==> config.mk <==
export PLATFORM = sky130hd
export DESIGN_NAME = wb_gpio_ctrl
export DESIGN_NICKNAME = d
export VERILOG_FILES = /design/src/rtl/wb_gpio_ctrl.sv
export SDC_FILE = /design/constraint.sdc
export NUM_CORES = 1
export LEC_CHECK = 0
export CAP_MARGIN = 20
export CORE_MARGIN = 5
export CORE_UTILIZATION = 35
export DETAILED_ROUTE_END_ITERATION = 10
export SLEW_MARGIN = 20
export SYNTH_ARGS = -nofsm -noshare
export SYNTH_HDL_FRONTEND = slang
export SYNTH_SLANG_ARGS = --single-unit
==> constraint.sdc <==
create_clock -name wb_clk_i -period 5.48 [get_ports wb_clk_i]
set_input_delay 1.096 -clock wb_clk_i [delete_from_list [all_inputs] [get_ports wb_clk_i]]
set_output_delay 1.096 -clock wb_clk_i [all_outputs]
set_load 0.005 [all_outputs]
==> src/rtl/wb_gpio_ctrl.sv <==
// Wishbone classic GPIO slave: direction/data registers, synchronised
// pad readback and edge-triggered interrupts with W1C status.
module wb_gpio_ctrl #(
  parameter int WIDTH       = 8,
  parameter int SYNC_STAGES = 2
) (
  input  logic             wb_clk_i,
  input  logic             wb_rst_n_i,
  input  logic [4:0]       wb_adr_i,
  input  logic [31:0]      wb_dat_i,
  input  logic [3:0]       wb_sel_i,
  input  logic             wb_we_i,
  input  logic             wb_cyc_i,
  input  logic             wb_stb_i,
  output logic [31:0]      wb_dat_o,
  output logic             wb_ack_o,
  output logic             irq_o,
  input  logic [WIDTH-1:0] gpio_i,
  output logic [WIDTH-1:0] gpio_o,
  output logic [WIDTH-1:0] gpio_oe
);

  logic [WIDTH-1:0] data_out;
  logic [WIDTH-1:0] dir;
  logic [WIDTH-1:0] irq_en;
  logic [WIDTH-1:0] irq_edge;
  logic [WIDTH-1:0] irq_status;
  logic [WIDTH-1:0] sync_q [SYNC_STAGES];
  logic [WIDTH-1:0] sync;
  logic [WIDTH-1:0] prev;
  logic [WIDTH-1:0] hit;
  logic [WIDTH-1:0] w1c;
  logic [WIDTH-1:0] next_status;
  logic [WIDTH-1:0] wmask;
  logic [WIDTH-1:0] wdat;
  logic [31:0]      bmask;
  logic [31:0]      rdata;
  logic [2:0]       reg_sel;
  logic             req;
  logic             wr;
  logic             unused_ok;

  assign req     = wb_cyc_i & wb_stb_i & ~wb_ack_o;
  assign wr      = req & wb_we_i;
  assign reg_sel = wb_adr_i[4:2];

  assign bmask = {{8{wb_sel_i[3]}}, {8{wb_sel_i[2]}},
                  {8{wb_sel_i[1]}}, {8{wb_sel_i[0]}}};
  assign wmask = bmask[WIDTH-1:0];
  assign wdat  = wb_dat_i[WIDTH-1:0] & wmask;

  assign unused_ok = ^{wb_adr_i[1:0], wb_dat_i, bmask};

  assign gpio_o  = data_out;
  assign gpio_oe = dir;

  assign sync = sync_q[SYNC_STAGES-1];

  // Edge polarity only selects which transition counts; it never
  // feeds the detector itself, so reprogramming cannot fake a hit.
  assign hit = (irq_edge & sync & ~prev)
             | (~irq_edge & ~sync & prev);

  assign w1c = (wr && reg_sel == 3'd5) ? wdat : '0;
  assign next_status = (irq_status & ~w1c) | hit;

  function automatic logic [WIDTH-1:0] merge(
    input logic [WIDTH-1:0] old
  );
    return (old & ~wmask) | wdat;
  endfunction

  always_comb begin
    rdata = '0;
    case (reg_sel)
      3'd0:    rdata[WIDTH-1:0] = sync;
      3'd1:    rdata[WIDTH-1:0] = data_out;
      3'd2:    rdata[WIDTH-1:0] = dir;
      3'd3:    rdata[WIDTH-1:0] = irq_en;
      3'd4:    rdata[WIDTH-1:0] = irq_edge;
      3'd5:    rdata[WIDTH-1:0] = irq_status;
      default: rdata = '0;
    endcase
  end

  always_ff @(posedge wb_clk_i or negedge wb_rst_n_i) begin
    if (!wb_rst_n_i) begin
      for (int i = 0; i < SYNC_STAGES; i++)
        sync_q[i] <= '0;
      prev <= '0;
    end else begin
      sync_q[0] <= gpio_i;
      for (int i = 1; i < SYNC_STAGES; i++)
        sync_q[i] <= sync_q[i-1];
      prev <= sync;
    end
  end

  always_ff @(posedge wb_clk_i or negedge wb_rst_n_i) begin
    if (!wb_rst_n_i) begin
      data_out   <= '0;
      dir        <= '0;
      irq_en     <= '0;
      irq_edge   <= '0;
      irq_status <= '0;
      irq_o      <= 1'b0;
      wb_ack_o   <= 1'b0;
      wb_dat_o   <= '0;
    end else begin
      wb_ack_o   <= req;
      wb_dat_o   <= req ? rdata : '0;
      irq_status <= next_status;
      irq_o      <= |(next_status & irq_en);
      if (wr) begin
        case (reg_sel)
          3'd1:    data_out <= merge(data_out);
          3'd2:    dir      <= merge(dir);
          3'd3:    irq_en   <= merge(irq_en);
          3'd4:    irq_edge <= merge(irq_edge);
          default: ;
        endcase
      end
    end
  end

endmodule

# == Word-level counts from Yosys, hierarchy flattened ==
# Cells that the tools add are included.
# totals
register_bits,74
latch_bits,0
ram_bits,0
romBits,0
inputBits,54
wordCells,52
n_memories,0
# classes
addsub,0
multipliers,0
div_mod_pow,0
n_lt_le_gt_ge,0
n_eq_ne,5
shift,0
mux,3
bitwise,26
n_reduce_logical,7
# op_table
operator,count
$and 8x8->8,11
$or 8x8->8,6
$pmux 8 s6,1
$not 8->8,5
$mux 8,2
$reduce_and 2->1,4
$reduce_or 8->1,1
$eq 3x2->1 const B,2
$eq 3x3->1 const B,2
$and 1x1->1,3
$eq 3x1->1 const B,1
$logic_not 3->1,1
$logic_and 1x1->1,1
$not 1->1,1

# == Depth between registers and ports, before layout ==
# depth
word_depth,10
mapped_depth,7
mapped_depth_nobuf,5

# == Worst setup path before layout ==
# No wires, ideal clock.
# synth_timing
path_kind,input to register
startpoint,input wb_we_i
endpoint,register (tool-made name)
setup_ns,0.125
arrival_ns,2.359
t_required_ns,5.355
setup_slack_ns,2.996
stages,6
cell_sequence,and2_0 -> buf_2 -> nand2_4 -> or4b_4 -> buf_6 -> mux2_4
# synth_rtl
element,line_no,rtl
from (decl),12,"input logic wb_we_i,"

==> run metrics <==
outcome=complete, no violations; Starting Density=35.8%; depth of the worst register-to-register path=4; global-route usage over all layers=13.2%; critical path launch point type=input port; vias per cell=5.01; cell type contributing the most total cell area after synthesis=sky130_fd_sc_hd__dfrtp_1; Routed WL per cell=16.9 µm; number of nets with antenna violations after routing=0; critical path start-end classification=in -> reg; number of setup violations in the final report=0; share of the yosys chip area belonging to registers=56.2%; count leader, synth=sky130_fd_sc_hd__dfrtp_1; power per standard cell area=298 mW/mm²; number of setup buffers added after CTS=0; Final Worst Setup Slack=2120 ps; count of TritonRoute iterations in the first routing pass=4; source-to-sink clock delay at the later pin of the worst-skew pair=350 ps; Post-Synthesis Cell Area=0.00330 mm²; Least-Margin Pin Slew=948 ps; filler instances=867; Post-synth EDFFs=0; WL final=7080 µm; share of layout cells above drive strength 1=19.2%; worst slack on hold paths=347 ps; antenna diode count=0; hold-fix buffers at CTS=0; worst slack at placement=1740 ps; leakage component of the power=1.86 nW; post-synthesis instance total=254; maximum count of clock buffers along a single path=2; drt initial violations=88; count of cell types in the netlist=34; Root Buffer Master=sky130_fd_sc_hd__clkbuf_8; Worst setup EP type=flop; Top-Level Pins=104; number of pins exceeding their max-slew limit in the final report=0; via count of the first global-routing pass=2166; clock transition at the register clock pins on the worst setup and hold paths after CTS=70 ps; async set-reset flop share out of synthesis=100%; total of max-cap violations=0; Setup Skew=6.94 ps; total overflow reported by the global router=0; DP HPWL=4750 µm; final worst-path cycle share=61.2%; unrepaired setup endpoints after global routing=false; hold depth=0; ranking of synthesized cells by instance count=sky130_fd_sc_hd__dfrtp_1 (74), sky130_fd_sc_hd__mux2_2 (30), sky130_fd_sc_hd__buf_4 (26); post-layout utilization of the core=43.0%; Slew Limit Headroom=36.5%; yosys synthesis warning count=0; required time of the critical path=5710 ps; top-area cell type share of the netlist area=56.2%; CTS tree=built; clk sink count=74; Post-route DRC=0; width of the die=107 µm; post-cts repair resize count=0; first-pass GRT wire length=11600 µm; HP Class=reg -> reg; CP max FO=21; count of endpoints failing hold in the final timing report=0; number of buffers added by the clock tree synthesis step=9; maximum number of pins on one net before global-route repair=75; gpl congestion=0.792; biggest area contributors in the synthesized netlist=sky130_fd_sc_hd__dfrtp_1 (56%), sky130_fd_sc_hd__mux2_2 (10%), sky130_fd_sc_hd__buf_4 (5.9%), sky130_fd_sc_hd__mux2i_1 (3.6%), sky130_fd_sc_hd__mux2_4 (3.6%); Port-buffer cells=50; initial antenna violation count=0; area used by multi-input combinational logic=0.00123 mm²; Peak supply drop=0.000131 V; total vias in the final route=2094; Cell Rows=35; Clock H-tree levels=3; Min Clock Period, post-route=3360 ps; post-synthesis to final-layout area growth=20.0%; Crit path arrival time=3580 ps; total area of sequential cells=0.00185 mm²; Die ar.=0.0115 mm²; predominant post-synthesis flop cell=sky130_fd_sc_hd__dfrtp_1; maximum achievable frequency=0.298 GHz; Synth Area per Inst=13.0 µm²; height of the die=107 µm; final-stage net count=358; Final TNS setup=0 ps; post-synthesis sequential element count=74; Core Footprint=0.00920 mm²
==> worst paths after layout <==
kind	startpoint	end	slack, ps
setup / recovery	wb_adr_i[3]	flop	2120
hold / removal	sync_q[11]$_DFF_PN0_	sync[3]$_DFF_PN0_	350
setup reg to reg	wb_ack_o$_DFF_PN0_	flop	3110
hold reg to reg	sync_q[11]$_DFF_PN0_	sync[3]$_DFF_PN0_	350
max in group asynchronous	wb_rst_n_i	irq_status[6]$_DFF_PN0_	3980
min in group asynchronous	wb_rst_n_i	sync_q[10]$_DFF_PN0_	870
==> report_power, final <==
group	internal [mW]	switching, mW	total (mW)
Clock	0.203	0.188	0.391
Combinational	0.0988	0.0684	0.167
Sequential	0.589	0.0315	0.620
==> critical path: stages <==
cell and delay [ps]:
sky130_fd_sc_hd__clkdlybuf4s50_1 990, sky130_fd_sc_hd__nand2b_1 260, sky130_fd_sc_hd__nor3_2 820, sky130_fd_sc_hd__mux2_2 410
==> layout by cell type, fill, tap and decap left out, types with 4 or more instances in the layout <==
master	Yosys	routed
sky130_fd_sc_hd__mux2_2	30	30
sky130_fd_sc_hd__clkdlybuf4s50_1	0	49
sky130_fd_sc_hd__nor2b_1	6	6
sky130_fd_sc_hd__a22oi_1	13	13
sky130_fd_sc_hd__and2_1	5	5
sky130_fd_sc_hd__nor2_1	15	15
sky130_fd_sc_hd__mux2_4	8	8
sky130_fd_sc_hd__buf_4	26	4
sky130_fd_sc_hd__mux2i_1	12	12
sky130_fd_sc_hd__clkbuf_8	0	9
sky130_fd_sc_hd__o21ai_0	4	4
sky130_fd_sc_hd__a41oi_1	8	8
sky130_fd_sc_hd__o22ai_1	4	4
sky130_fd_sc_hd__inv_1	10	10
sky130_fd_sc_hd__conb_1	1	24
sky130_fd_sc_hd__a221o_1	6	6
sky130_fd_sc_hd__dfrtp_1	74	74
==> cell families after synthesis <==
| group | after synthesis | share of synthesized area, % |
|---|---|---|
| flops | 74 | 56.2 |
| mux | 51 | 18.2 |
| buf+inv | 47 | 8.96 |
| simple gates | 42 | 7.37 |
| compound gates | 39 | 9.15 |
| other cells | 1 | 0.114 |
==> layer usage <==
layer	vias up	GRT usage [%]	part of all wire [%]
met3	9	4.27	6.7
met5	-	0	0
met1	1064	17.5	46
li1	955	-	-
met4	0	3.84	1.2
met2	66	20.5	47
==> layout make-up <==
| class | instances | area share (%) |
|---|---|---|
| Clock buffer | 10 | 3.23 |
| Clock inverter | 4 | 1.14 |
| Inverter | 10 | 0.949 |
| Multi-Input combinational cell | 156 | 31.2 |
| Sequential cell | 74 | 46.8 |
| Tap cell | 111 | 3.51 |
| Timing Repair Buffer | 53 | 13.2 |
==> through the flow <==
step / instances / power (mW) / cell area (µm²)
2_1_floorplan: 277 / 0.721 / 3380
6_report: 418 / 1.18 / 3960
5_1_grt: 418 / 1.24 / 3960
4_1_cts: 418 / 1.20 / 3960
3_5_place_dp: 404 / 0.800 / 3780
3_3_place_gp: 404 / 0.796 / 3780
(Power assumes the default switching activity.)
